[src/rtl/alu_seq.sv]
// Handshaked WIDTH-bit ALU with a persistent NZCV flag register and a one-entry output register.
// Define ALU_MUL_EN to build the iterative shift-add multiplier for opcode 111.
module alu_seq #(
   parameter int WIDTH = 8
) (
   input  logic             clk,
   input  logic             reset,
   input  logic             in_valid,
   output logic             in_ready,
   input  logic [WIDTH-1:0] A,
   input  logic [WIDTH-1:0] B,
   input  logic [2:0]       ALUControl,
   output logic             out_valid,
   input  logic             out_ready,
   output logic [WIDTH-1:0] result,
   output logic             Z,
   output logic             N,
   output logic             C,
   output logic             V,
   output logic             busy
);

   localparam logic [2:0] OP_ADD = 3'b000;
   localparam logic [2:0] OP_SUB = 3'b001;
   localparam logic [2:0] OP_AND = 3'b010;
   localparam logic [2:0] OP_OR  = 3'b011;
   localparam logic [2:0] OP_XOR = 3'b100;
   localparam logic [2:0] OP_ADC = 3'b101;
   localparam logic [2:0] OP_SLT = 3'b110;
   localparam logic [2:0] OP_MUL = 3'b111;

   logic [WIDTH-1:0] result_q, result_d;
   logic             z_q, z_d, n_q, n_d, c_q, c_d, v_q, v_d;
   logic             out_valid_q, out_valid_d;

   logic             accept;
   logic             load;
   logic [WIDTH-1:0] ld_res;
   logic             ld_c, ld_v;

   logic [WIDTH-1:0] b_eff;
   logic             cin;
   logic [WIDTH:0]   sum_ext;
   logic             add_v;
   logic [WIDTH-1:0] op_res;
   logic             op_c, op_v;

`ifdef ALU_MUL_EN
   localparam logic [0:0] ST_IDLE = 1'b0;
   localparam logic [0:0] ST_MUL  = 1'b1;
   localparam int CNT_W = $clog2(WIDTH);
   localparam logic [CNT_W-1:0] CNT_LAST = CNT_W'(WIDTH - 1);

   logic [0:0]         state_q, state_d;
   logic [2*WIDTH-1:0] acc_q, acc_d, acc_next;
   logic [2*WIDTH-1:0] mcand_q, mcand_d;
   logic [WIDTH-1:0]   mplier_q, mplier_d;
   logic [CNT_W-1:0]   cnt_q, cnt_d;

   assign in_ready = (state_q == ST_IDLE) & (~out_valid_q | out_ready);
   assign busy     = (state_q == ST_MUL);
`else
   assign in_ready = ~out_valid_q | out_ready;
   assign busy     = 1'b0;
`endif

   assign accept = in_valid & in_ready;

   // One adder serves ADD, SUB, ADC and SLT; ADC takes the carry currently held in the flag register.
   always_comb begin
      b_eff = B;
      cin   = 1'b0;
      case (ALUControl)
         OP_SUB, OP_SLT: begin
            b_eff = ~B;
            cin   = 1'b1;
         end
         OP_ADC: cin = c_q;
         default: ;
      endcase
      sum_ext = {1'b0, A} + {1'b0, b_eff} + {{WIDTH{1'b0}}, cin};
      add_v   = (A[WIDTH-1] == b_eff[WIDTH-1]) & (sum_ext[WIDTH-1] != A[WIDTH-1]);
   end

   always_comb begin
      op_res = sum_ext[WIDTH-1:0];
      op_c   = sum_ext[WIDTH];
      op_v   = add_v;
      case (ALUControl)
         OP_AND: begin op_res = A & B; op_c = 1'b0; op_v = 1'b0; end
         OP_OR:  begin op_res = A | B; op_c = 1'b0; op_v = 1'b0; end
         OP_XOR: begin op_res = A ^ B; op_c = 1'b0; op_v = 1'b0; end
         OP_SLT: begin
            op_res    = '0;
            op_res[0] = sum_ext[WIDTH-1] ^ add_v;
         end
         OP_MUL: begin op_res = '0; op_c = 1'b0; op_v = 1'b0; end
         default: ;
      endcase
   end

   // Result and flags load together whenever out_valid is set; otherwise they hold after draining.
   always_comb begin
      result_d    = result_q;
      z_d         = z_q;
      n_d         = n_q;
      c_d         = c_q;
      v_d         = v_q;
      out_valid_d = out_valid_q & ~out_ready;
      load        = 1'b0;
      ld_res      = op_res;
      ld_c        = op_c;
      ld_v        = op_v;
`ifdef ALU_MUL_EN
      state_d  = state_q;
      acc_d    = acc_q;
      mcand_d  = mcand_q;
      mplier_d = mplier_q;
      cnt_d    = cnt_q;
      acc_next = acc_q + (mplier_q[0] ? mcand_q : '0);
      if (accept && (ALUControl == OP_MUL)) begin
         state_d  = ST_MUL;
         acc_d    = '0;
         mcand_d  = {{WIDTH{1'b0}}, A};
         mplier_d = B;
         cnt_d    = '0;
      end else if (accept) begin
         load = 1'b1;
      end else if (state_q == ST_MUL) begin
         acc_d    = acc_next;
         mcand_d  = mcand_q << 1;
         mplier_d = mplier_q >> 1;
         cnt_d    = cnt_q + 1'b1;
         if (cnt_q == CNT_LAST) begin
            state_d = ST_IDLE;
            load    = 1'b1;
            ld_res  = acc_next[WIDTH-1:0];
            ld_c    = |acc_next[2*WIDTH-1:WIDTH];
            ld_v    = 1'b0;
         end
      end
`else
      load = accept;
`endif
      if (load) begin
         result_d    = ld_res;
         z_d         = (ld_res == '0);
         n_d         = ld_res[WIDTH-1];
         c_d         = ld_c;
         v_d         = ld_v;
         out_valid_d = 1'b1;
      end
   end

   always_ff @(posedge clk or posedge reset) begin
      if (reset) begin
         result_q    <= '0;
         z_q         <= 1'b0;
         n_q         <= 1'b0;
         c_q         <= 1'b0;
         v_q         <= 1'b0;
         out_valid_q <= 1'b0;
      end else begin
         result_q    <= result_d;
         z_q         <= z_d;
         n_q         <= n_d;
         c_q         <= c_d;
         v_q         <= v_d;
         out_valid_q <= out_valid_d;
      end
   end

`ifdef ALU_MUL_EN
   // Reset aborts a multiply in flight; the partial accumulator is simply discarded.
   always_ff @(posedge clk or posedge reset) begin
      if (reset) begin
         state_q  <= ST_IDLE;
         acc_q    <= '0;
         mcand_q  <= '0;
         mplier_q <= '0;
         cnt_q    <= '0;
      end else begin
         state_q  <= state_d;
         acc_q    <= acc_d;
         mcand_q  <= mcand_d;
         mplier_q <= mplier_d;
         cnt_q    <= cnt_d;
      end
   end
`endif

   assign result    = result_q;
   assign Z         = z_q;
   assign N         = n_q;
   assign C         = c_q;
   assign V         = v_q;
   assign out_valid = out_valid_q;

endmodule
[config.mk]
export PLATFORM = sky130hd
export DESIGN_NAME = alu_seq
export DESIGN_NICKNAME = d
export VERILOG_FILES = /design/src/rtl/alu_seq.sv
export SDC_FILE = /design/constraint.sdc
export NUM_CORES = 1
export LEC_CHECK = 0
export CELL_PAD_IN_SITES_DETAIL_PLACEMENT = 1
export CELL_PAD_IN_SITES_GLOBAL_PLACEMENT = 2
export CORE_ASPECT_RATIO = 1.75
export CORE_MARGIN = 5
export CORE_UTILIZATION = 30
export DETAILED_ROUTE_END_ITERATION = 16
export GPL_ROUTABILITY_DRIVEN = 1
export PLACE_DENSITY_LB_ADDON = 0.1
export SYNTH_ARGS = -nofsm -noshare
export SYNTH_HDL_FRONTEND = slang
export SYNTH_SLANG_ARGS = --single-unit
export TNS_END_PERCENT = 10
[constraint.sdc]
create_clock -name clk -period 5.7 [get_ports clk]
set_input_delay 0.855 -clock clk [delete_from_list [all_inputs] [get_ports clk]]
set_output_delay 0.855 -clock clk [all_outputs]
set_load 0.005 [all_outputs]
==> flow_summary.yaml, run 1 <==
logic_synthesis:
  yosysMostFrequentCell: "ha_1"
  ys_ff_latch: 12
  synth_warnings: 0
  synth_commonest_cells: "ha_1 (23), inv_1 (20), nand2_1 (18)"
  synth_cell_types: 52
  yosysTopAreaCell: "dfrtp_1"
  synth-simple-area-share_pct: 16.1
  synthCells: 186
  synthTopCellsByArea: "dfrtp_1 (20%), ha_1 (19%), xnor2_1 (5.1%)"
  synthMuxAreaShare_pct: 3.75
  async_reset_ff_share_pct: 100
  synth-compound-area-share_pct: 24.2
  synth_area_um2: 1530
  synthAdderAreaFrac_pct: 21.4
  synth-main-ff-cell: "dfrtp_1"
  synth_edf_count: 0
  synthXorXnorAreaFrac_pct: 6.28
  synth_top_area_share_pct: 19.6
  seq_area_frac_synth_pct: 19.6
  syn_area_per_cell_um2: 8.25
  synth_top_family_by_area: "compound AO/OA/AOI/OAI gates"
  synthesis.nets: 234
clocking:
  hold_buffers: 0
  cts_resized: 0
  h-tree-depth: 1
  numCtsBuffers: 3
  cts_tree: "yes"
  clock-root-buffer: "clkbuf_8"
  cts.sinks: 12
  cts_max_path_buffers: 2
  path_clk_slew_ps: 60
  clkLatencyLatePin_ps: 240
  postCtsSetupRepairBufs: 0
routing:
  wl_per_cell_um: 16.3
  drc_errors: 0
  first_pass_iters: 4
  routed_wl_mm: 4.42
  vias_per_cell: 5.22
  ant_nets: 0
  dr_total_vias: 1421
  dr.first_iter.drc_count: 9
timing:
  clock.fmax_ghz: 0.233
  grt_setup_unrepaired: "false"
  setup_tns_ps: 0
  clock_skew_ps: 5.38
  timing.final.crit_period_ps: 4290
  setup_viol: 0
  relSlewSlack_pct: 58.6
  drv_slew: 0
  worst_pin_slew_ps: 613
  hold_viol: 0
  finalCritPeriodShare_pct: 75.2
placement:
  gp_congestion: 0.789
  port-buffer-count: 36
  hpwl_mm: 3.92
setup_path:
  path_class: "in2reg"
  crit_path_start_kind: "input pin"
  rr_worst_depth: 11
  cp.required_ps: 5880
  arrival_ps: 4470
  crit_fanout: 15
  crit_path_end_kind: "register"
  regToRegSetupSlack_ps: 2650
  startpoint: "ALUControl[0]"
  worstReg2RegStart: "C$_DFFE_PP0P_"
cells_and_area:
  fillers: 631
  n_antenna_cell: 0
  layout.nets: 267
  area_growth_pct: 29.2
  drive_above_1_share_pct: 5.96
global_route:
  grt_max_degree: 18
  antenna_found_initial: 0
  grt_pass1_wl_mm: 7.34
  grt_pass1_vias: 1554
  overflow: 0
  grt_use_total_pct: 13.7
floorplanning:
  ioPinCount: 38
  die_h_um: 105
  die_area_um2: 6700
  core_area_um2: 4980
  initial_core_util_pct: 30.8
  die_w_um: 64.1
  fp-row-count: 34
power:
  power_w: 0.000401
  p_per_area_nw_per_um2: 203
  p_leak_nw: 0.925
  irDropWorstVdd_mv: 0.163
run_status:
  status: "completed"
hold_path:
  min_path_cells: 2
  min_path_type: "reg2reg"
  hold_start: "result[5]$_DFFE_PP0P_"
flow_run:
  maxCapViolations: 0
-- flip-flops by register name, summed over array words and instances, names as in the netlist --
| register | cells |
|---|---|
| result | 8 |
| C | 1 |
| V | 1 |
| Z | 1 |
| out_valid | 1 |
-- where the power goes --
part	leakage (nW)	switching [W]	total [W]	internal, W
Clock	0.0288	0.0000319	0.0000930	0.0000610
Sequential	0.151	0.00000876	0.000109	0.000101
Combinational	0.745	0.0000969	0.000199	0.000102
Total	0.925	0.000138	0.000401	0.000264
-- cells by family after synthesis --
| family | after synthesis |
|---|---|
| flops | 12 |
| xor+xnor | 11 |
| simple gates | 49 |
| compound gates | 52 |
| other cells | 1 |
| mux | 5 |
| buf+inv | 31 |
| fa+ha+maj | 25 |
-- cell usage in the layout (no fill, tap or decap), drive strengths merged, types with 4 or more instances in the layout --
master / n
a21oi: 13
clkbuf: 4
clkdlybuf4s50: 36
dfrtp: 12
ha: 23
inv: 20
nand2: 18
nand2b: 5
nor2: 11
o21ai: 11
xnor2: 9
-- through the flow --
stage                     util (%)  std cells  cell area, um^2  hold slack, ps  worst slack, ps
after floorplan                  -        186             1530             470             1960
after detailed placement      38.7        268             1930             472             1120
after global routing          39.8        272             1980             504              955
after CTS                     39.8        272             1980             483             1390
final                         39.8        272             1980             472             1410
after global placement        38.7        268             1930             460             1150
-- final timing paths --
path / to
setup / recovery: Z$_DFFE_PP0P_
hold / removal: result[5]$_DFFE_PP0P_
setup reg to reg: Z$_DFFE_PP0P_
hold reg to reg: result[5]$_DFFE_PP0P_
max in group asynchronous: result[5]$_DFFE_PP0P_
min in group asynchronous: Z$_DFFE_PP0P_
-- worst max-delay path, cell delays in order --
cell,delay [ps]
clkdlybuf4s50_1,680
nor2b_4,440
a21oi_2,180
xnor2_1,190
fa_1,420
inv_1,80
fa_1,410
mux2_4,290
a221oi_4,270
nand2_1,80
nor4_1,330
a41o_1,210
-- final cells by class --
type	instances	area [um^2]	share of cell area, %
flip-flops and latches	12	300	15.2
inverters	21	80.1	4.04
clock buffers	4	55.1	2.78
well taps	54	67.6	3.41
multi-input cells	143	1100	55.7
repair buffers	38	375	18.9
-- routing by layer --
| metal | vias to the layer above | track usage, % | wire length (um) |
|---|---|---|---|
| li1 | 712 | - | - |
| met2 | 30 | 28.6 | 2650 |
| met1 | 675 | 13.4 | 1580 |
| met5 | - | 0 | 0 |
| met3 | 4 | 1.18 | 145 |
| met4 | 0 | 3.57 | 48 |
Note: power is estimated with default switching activity, not from simulation.
==> run 2: changes to the inputs <==
--- a/config.mk
+++ b/config.mk
@@ -9,7 +9,7 @@
 export CELL_PAD_IN_SITES_GLOBAL_PLACEMENT = 2
 export CORE_ASPECT_RATIO = 1.75
 export CORE_MARGIN = 5
-export CORE_UTILIZATION = 30
+export CORE_UTILIZATION = 26
 export DETAILED_ROUTE_END_ITERATION = 16
 export GPL_ROUTABILITY_DRIVEN = 1
 export PLACE_DENSITY_LB_ADDON = 0.1
==> constraint.sdc (replaced) <==
create_clock -name clk -period 3.7 [get_ports clk]
set_input_delay 0.555 -clock clk [delete_from_list [all_inputs] [get_ports clk]]
set_output_delay 0.555 -clock clk [all_outputs]
set_load 0.005 [all_outputs]
==> flow_summary.yaml, run 2 (synthesis gave the netlist of run 1 again) <==
setup_path:
  path_class: "in2reg"
  crit_path_start_kind: "input pin"
  arrival_ps: 3670
  rr_worst_depth: 12
  cp.required_ps: 3880
  regToRegSetupSlack_ps: 760
  crit_fanout: 4
  crit_path_end_kind: "register"
  reg2reg_to: "Z$_DFFE_PP0P_"
  worstReg2RegStart: "C$_DFFE_PP0P_"
clocking:
  cts_tree: "yes"
  path_clk_slew_ps: 50
  hold_buffers: 0
  cts_max_path_buffers: 2
  clkLatencyLatePin_ps: 240
  clock-root-buffer: "clkbuf_8"
  cts.sinks: 12
  h-tree-depth: 1
  postCtsSetupRepairBufs: 0
  numCtsBuffers: 3
cells_and_area:
  n_antenna_cell: 0
  final_cells: 316
  layout_commonest_cell: "clkdlybuf4s50_1"
  drive_above_1_share_pct: 15.1
  utilization_pct: 37.3
  layout.nets: 287
  area_growth_pct: 42.0
  largest_reg_flops: 8
  final_cell_mix: "clkdlybuf4s50_1 (36), ha_1 (23), buf_4 (22), inv_1 (20), nand2_1 (18)"
placement:
  hpwl_mm: 4.35
  gp_congestion: 0.761
  placedCellCount: 312
  port-buffer-count: 36
floorplanning:
  die_w_um: 68.1
  core_area_um2: 5830
  fp-row-count: 37
  ioPinCount: 38
  initial_core_util_pct: 26.3
  die_area_um2: 7600
  die_h_um: 112
timing:
  drv_slew: 0
  grt_setup_unrepaired: "false"
  finalCritPeriodShare_pct: 94.4
  timing.final.crit_period_ps: 3490
  relSlewSlack_pct: 62.5
  worst_pin_slew_ps: 561
  setup_viol: 0
  clock_skew_ps: 1.84
  clock.fmax_ghz: 0.286
  hold_viol: 0
global_route:
  overflow: 0
  antenna_found_initial: 0
  grt_use_total_pct: 13.4
  grt_pass1_vias: 1735
  grt_pass1_wl_mm: 7.91
  grt_max_degree: 15
hold_path:
  hold_start: "result[0]$_DFFE_PP0P_"
  min_path_cells: 2
  min_path_type: "reg2reg"
  holdPathEnd: "result[0]$_DFFE_PP0P_"
run_status:
  status: "completed"
routing:
  dr_total_vias: 1525
  wl_per_cell_um: 15.1
  routed_wl_mm: 4.77
  vias_per_cell: 4.83
  drc_errors: 0
  dr.first_iter.drc_count: 17
  ant_nets: 0
  first_pass_iters: 3
power:
  irDropWorstVdd_mv: 0.137
  p_leak_nw: 1.02
  p_per_area_nw_per_um2: 302
flow_run:
  maxCapViolations: 0
run 2: through the flow:
| step | total power, W | hold WS (ps) | cell area (um^2) | TNS (ps) | setup WS, ps |
|---|---|---|---|---|---|
| after global routing | 0.000709 | 521 | 2180 | 0 | 37.7 |
| final | 0.000657 | 483 | 2180 | 0 | 208 |
| after floorplan | 0.000347 | 420 | 1530 | 0 | 258 |
| after CTS | 0.000664 | 491 | 2160 | 0 | 110 |
| after global placement | 0.000508 | 460 | 2110 | -32.5 | -32.5 |
| after detailed placement | 0.000518 | 478 | 2110 | -186 | -131 |
run 2: power breakdown:
| group | switching (W) | total, W | internal (W) |
|---|---|---|---|
| Clock | 0.0000498 | 0.000144 | 0.0000941 |
| Combinational | 0.000158 | 0.000345 | 0.000187 |
| Sequential | 0.0000136 | 0.000168 | 0.000155 |
run 2: final cells by class:
type / count / area (um^2)
clock buffers: 4 / 55.1
fillers: 717 / 3650
inverters: 21 / 80.1
multi-input cells: 143 / 1120
flip-flops and latches: 12 / 300
well taps: 78 / 97.6
repair buffers: 58 / 526
run 2: worst max path at each step:
stage / from / endpoint / slack (ps) / cells after the start
after floorplan: ALUControl[1] / Z$_DFFE_PP0P_ / 260 / 13
after global placement: ALUControl[0] / Z$_DFFE_PP0P_ / -30 / 13
after detailed placement: ALUControl[0] / Z$_DFFE_PP0P_ / -130 / 13
after CTS: ALUControl[0] / Z$_DFFE_PP0P_ / 110 / 13
after global routing: ALUControl[0] / Z$_DFFE_PP0P_ / 40 / 13
final: ALUControl[0] / Z$_DFFE_PP0P_ / 210 / 12
run 2: layer usage:
| layer | track usage (%) | vias up | share of wire, % |
|---|---|---|---|
| li1 | - | 749 | - |
| met1 | 12.0 | 743 | 34 |
| met2 | 28.6 | 29 | 61 |
| met3 | 1.21 | 4 | 3.4 |
| met4 | 3.72 | 0 | 1.2 |
| met5 | 0 | - | 0 |
run 2: critical path: stages:
cell and delay (ps):
clkdlybuf4s50_1 560, nor3b_1 280, a21oi_2 80, xnor2_1 150, fa_1 410, inv_1 80
fa_1 410, mux2_4 300, a221oi_4 280, nand2_1 100, nor4_1 270, a41o_1 200
run 2: repair_timing:
item | 4_1_cts | 5_1_grt
hold endpoints to repair | 0 | 0
resized for setup | 0 | 3
setup endpoints to repair | 0 | 4
==> RTL change 1: new RTL, flow settings as in run 2 <==
Set the parameter `WIDTH` to 10 (it was 8).
--- a/src/rtl/alu_seq.sv
+++ b/src/rtl/alu_seq.sv
@@ -3,3 +3,3 @@
 module alu_seq #(
-   parameter int WIDTH = 8
+   parameter int WIDTH = 10
 ) (
Ports: changed (resized A, B and result); port bits go from 38 to 44. The function was not compared with the original's and may differ.
==> RTL change 1 against run 2 <==
Total power rose by 27%; count of clock-buffer cells in the layout did not move; setup slack improved by 27 ps; sequential cell count rose by 2; design area rose by 17%; worst hold slack got worse by 3.5 ps; area after synthesis rose by 22%; routed wire length rose by 21%; critical endpoint unchanged; largest cell class unchanged; highest routed layer unchanged.
==> RTL change 1: results (changes against run 2) <==
metric,value,unit,change
status,finished clean,,
dp_hpwl,5.01,mm,+15%
wirelength,5.80,mm,+21%
cts_buffers,3,,unchanged
reg2regPathDepth,12,,unchanged
htreeDepth,1,,unchanged
drt-met1-wl,2.31,mm,+42%
ir_worst_vdd,0.108,mV,-21%
yosys-top-cells-area,"ha_1 19%, dfrtp_1 19%, xnor2_1 6.5%",,
drt-wirelength-per-cell,15.8,um,+4.8%
antenna_found_initial,0,,unchanged
cts_setup_buffers,0,,unchanged
path_max_fanout,4,,unchanged
worstHoldPathCells,2,,unchanged
portBuffers,42,,+17%
clock_skew,2.03,ps,+0.192 ps
diodes,0,,unchanged
grt_use_total,13.2,%,-0.22 points
synth_adder_area_share,21.5,%,+0.11 points
synth-xor-area-share,7.94,%,+1.7 points
largest_register_ffs,10,,+2
dp.cells,362,,+16%
nNetsFinal,339,,+18%
leakagePower,1.17,nW,+14%
synth.area.mux_share,4.40,%,+0.65 points
arrival,3600,ps,-70 ps
global_route.usage.met1,15.4,%,+3.4 points
tightest_slew,761,ps,+200 ps
met2_usage,24.6,%,-4.1 points
synth_compound_area_share,21.6,%,-2.6 points
syn_avg_cell_area,8.15,um2,-1.1%
grt_pass1_vias,1816,,+4.7%
first_iter_violations,25,,+8
startpoint,ALUControl[0],,
yosysUniqueCellTypes,47,,-9.6%
gp_congestion,0.832,,+9.2%
ys.flop_type,dfrtp_1,,
grt_max_degree,22,,+7
hold_viol_final,0,,unchanged
cts_root_buffer,clkbuf_16,,
use_met3,1.15,%,-0.063 points
ys_warn_count,0,,unchanged
grt_pass1_wl,9.20,mm,+16%
dr_wl_met3,282,um,+76%
min_path_type,register to register,,
layout-drive-gt1-share,11.8,%,-3.3 points
wl_met2,3.07,mm,+5.0%
fillers,890,,+24%
min_from,result[3],,
synth_fp_nets,288,,+23%
firstDrtPassIters,4,,+1
synthTopCellsByCount,"29 x ha_1, 26 x inv_1, 23 x nand2_1, 19 x o21ai_0",,
clock_latency,240,ps,about the same
synth-async-reset-ratio,100,%,unchanged
pre_cts_ws,-63.0,ps,+67.9 ps
seq_area_frac_synth,18.7,%,-0.90 points
vias_per_cell,4.87,,+0.95%
r2r_start,C,,
-- RTL change 1: repair_timing --
item,4_1_cts,5_1_grt
hold buffers,0,0
gates resized for setup,0,3
setup endpoints to repair,0,1
-- RTL change 1: path summary, 6_finish.rpt --
path | end | slack (ps)
min in group asynchronous | V | 660
max | Z | 230
min | result[3] | 480
max in group asynchronous | result[2] | 2690
max reg2reg | Z | 930
min reg2reg | result[3] | 480
-- RTL change 1: cell type report --
type	count	area (um2)	share of cell area [%]
Inverter	27	101	3.99
Timing Repair Buffer	56	526	20.7
Clock buffer	4	88.8	3.49
Tap cell	86	108	4.23
Sequential cell	14	350	13.8
Multi-Input combinational cell	179	1370	53.8
-- RTL change 1: kinds of logic (layout without fill, tap and decap cells) --
| kind of cell | count (synthesis) | in the layout |
|---|---|---|
| adders and majority gates | 31 | 31 |
| buffers and inverters | 37 | 87 |
| other | 1 | 1 |
| muxes | 8 | 8 |
| DFF | 14 | 14 |
| xor gates and xnor gates | 17 | 17 |
| AOI/OAI and AO/OA | 63 | 63 |
| and+or+nand+nor | 59 | 59 |
-- RTL change 1: critical path: stages --
cell             delay (ps)
clkdlybuf4s50_1         530
nor2b_4                 190
buf_4                   150
o21ai_0                  60
nor2b_1                 210
fa_1                    210
inv_1                    50
fa_1                    400
a21o_1                  210
a21oi_1                 200
xnor2_1                  90
o21ai_1                 170
and4b_1                 240
nand4_1                 110
o41ai_2                 230
-- RTL change 1: per-stage QoR --
stage	util, %	instance area (um2)
3_3_place_gp	34.2	2440
3_5_place_dp	34.2	2440
5_1_grt	35.7	2540
6_report	35.7	2540
2_1_floorplan	-	1880
4_1_cts	35.4	2520
-- RTL change 1: where the power goes --
group	internal [W]	switching [W]
Clock	0.000164	0.0000618
Combinational	0.000212	0.000203
Sequential	0.000182	0.0000153
Total	0.000557	0.000280
==> RTL change 2: new RTL, config.mk and constraints of run 2 <==
Without the edit above. Take the reset off `result_q` and load it in a clocked block of its own.
--- a/src/rtl/alu_seq.sv
+++ b/src/rtl/alu_seq.sv
@@ -156,3 +156,2 @@
       if (reset) begin
-         result_q    <= '0;
          z_q         <= 1'b0;
@@ -163,3 +162,2 @@
       end else begin
-         result_q    <= result_d;
          z_q         <= z_d;
@@ -170,2 +168,6 @@
       end
+   end
+
+   always_ff @(posedge clk) begin
+      result_q <= result_d;
    end
Behaviour: not the same (a bounded check fails within 4 cycles, from zero or initial values and one cycle with reset high).
==> RTL change 2 against run 2 <==
Worst hold slack worse by 4.6 ps; design area shrank 1.8%; setup slack got worse by 45 ps; sequential cell count is 1 higher; critical path depth rose by 2; via count down 0.72%; core utilization fell by 0.98 points; highest routed layer unchanged; combinational power decreased by 11%; routed wire length grew 2.5%; first-iteration DRC count rose by 59%; area after synthesis grew 1.5%; total power is 6.5% lower.
==> RTL change 2: results (changes against run 2) <==
metric,value,unit,change
synth-seq-cells,13,,+1
firstDrtPassIters,2,,-1
synth_edf_count,8,,+8
first_iter_violations,27,,+10
core,5880,um2,+0.79%
max_stage_delay,490,ps,-70 ps
synth.area.mux_share,1.29,%,-2.5 points
synth-xor-area-share,7.88,%,+1.6 points
yosysUniqueCellTypes,46,,-12%
path_max_fanout,3,,-1
clock_cell_area_share,2.11,%,-0.42 points
place_area,2070,um2,-1.7%
synth-async-reset-ratio,38.5,%,-62 points
synthTopCellsByCount,"24 x inv_1, 23 x ha_1, 15 x a21oi_1, 14 x nand2_1, 13 x xnor2_1",,
grt_pass1_vias,1731,,-0.23%
dr_wl_met3,139,um,-13%
multi_input_gates,137,,-4.2%
dp_hpwl,4.31,mm,-0.95%
gp_congestion,0.799,,+5.0%
fillers,734,,+2.4%
synth_adder_area_share,21.1,%,-0.31 points
n_all_inverters,25,,+19%
synth_compound_area_share,21.1,%,-3.2 points
signal_buffer_area_fraction,22.6,%,-1.5 points
min_to,N,,
clock_latency,240,ps,about the same
layout-drive-gt1-share,11.3,%,-3.9 points
ys.flop_type,edfxtp_1,,
tightest_slew,499,ps,-62.3 ps
grt_use_total,13.3,%,-0.13 points
grt_pass1_wl,7.92,mm,+0.18%
status,finished clean,,
wl_met2,2.85,mm,-2.6%
startpoint,ALUControl[1],,
leakagePower,0.949,nW,-7.3%
min_from,N,,
-- RTL change 2: report_power, final --
group          internal, W  switching [W]  leakage, nW
combinational     0.000154       0.000154        0.785
clock            0.0000759      0.0000483       0.0228
sequential        0.000175     0.00000648        0.141
-- RTL change 2: cell families (layout without fill, tap and decap cells) --
kind of cell	Yosys count	in the layout
AND/OR/NAND/NOR	45	45
AO/OA/AOI/OAI	50	50
XOR/XNOR	14	14
adder cells (fa/ha/maj)	25	25
multiplexers	2	2
flip-flops	13	13
other	1	1
buffers and inverters	36	81
-- RTL change 2: metal layers --
metal | GRT usage (%) | vias to the layer above
met5 | 0 | -
met4 | 5.71 | 0
met3 | 1.10 | 11
met2 | 26.2 | 32
met1 | 13.0 | 731
li1 | - | 740
-- RTL change 2: through the flow --
stage                     hold WS, ps  std cells  worst slack [ps]  util (%)
after floorplan                   334        186              48.0         -
after global routing              504        309             -5.60      36.4
after global placement            464        305             -98.6      35.2
after CTS                         485        309              21.3      36.0
final                             478        309               163      36.4
after detailed placement          468        305              -205      35.2
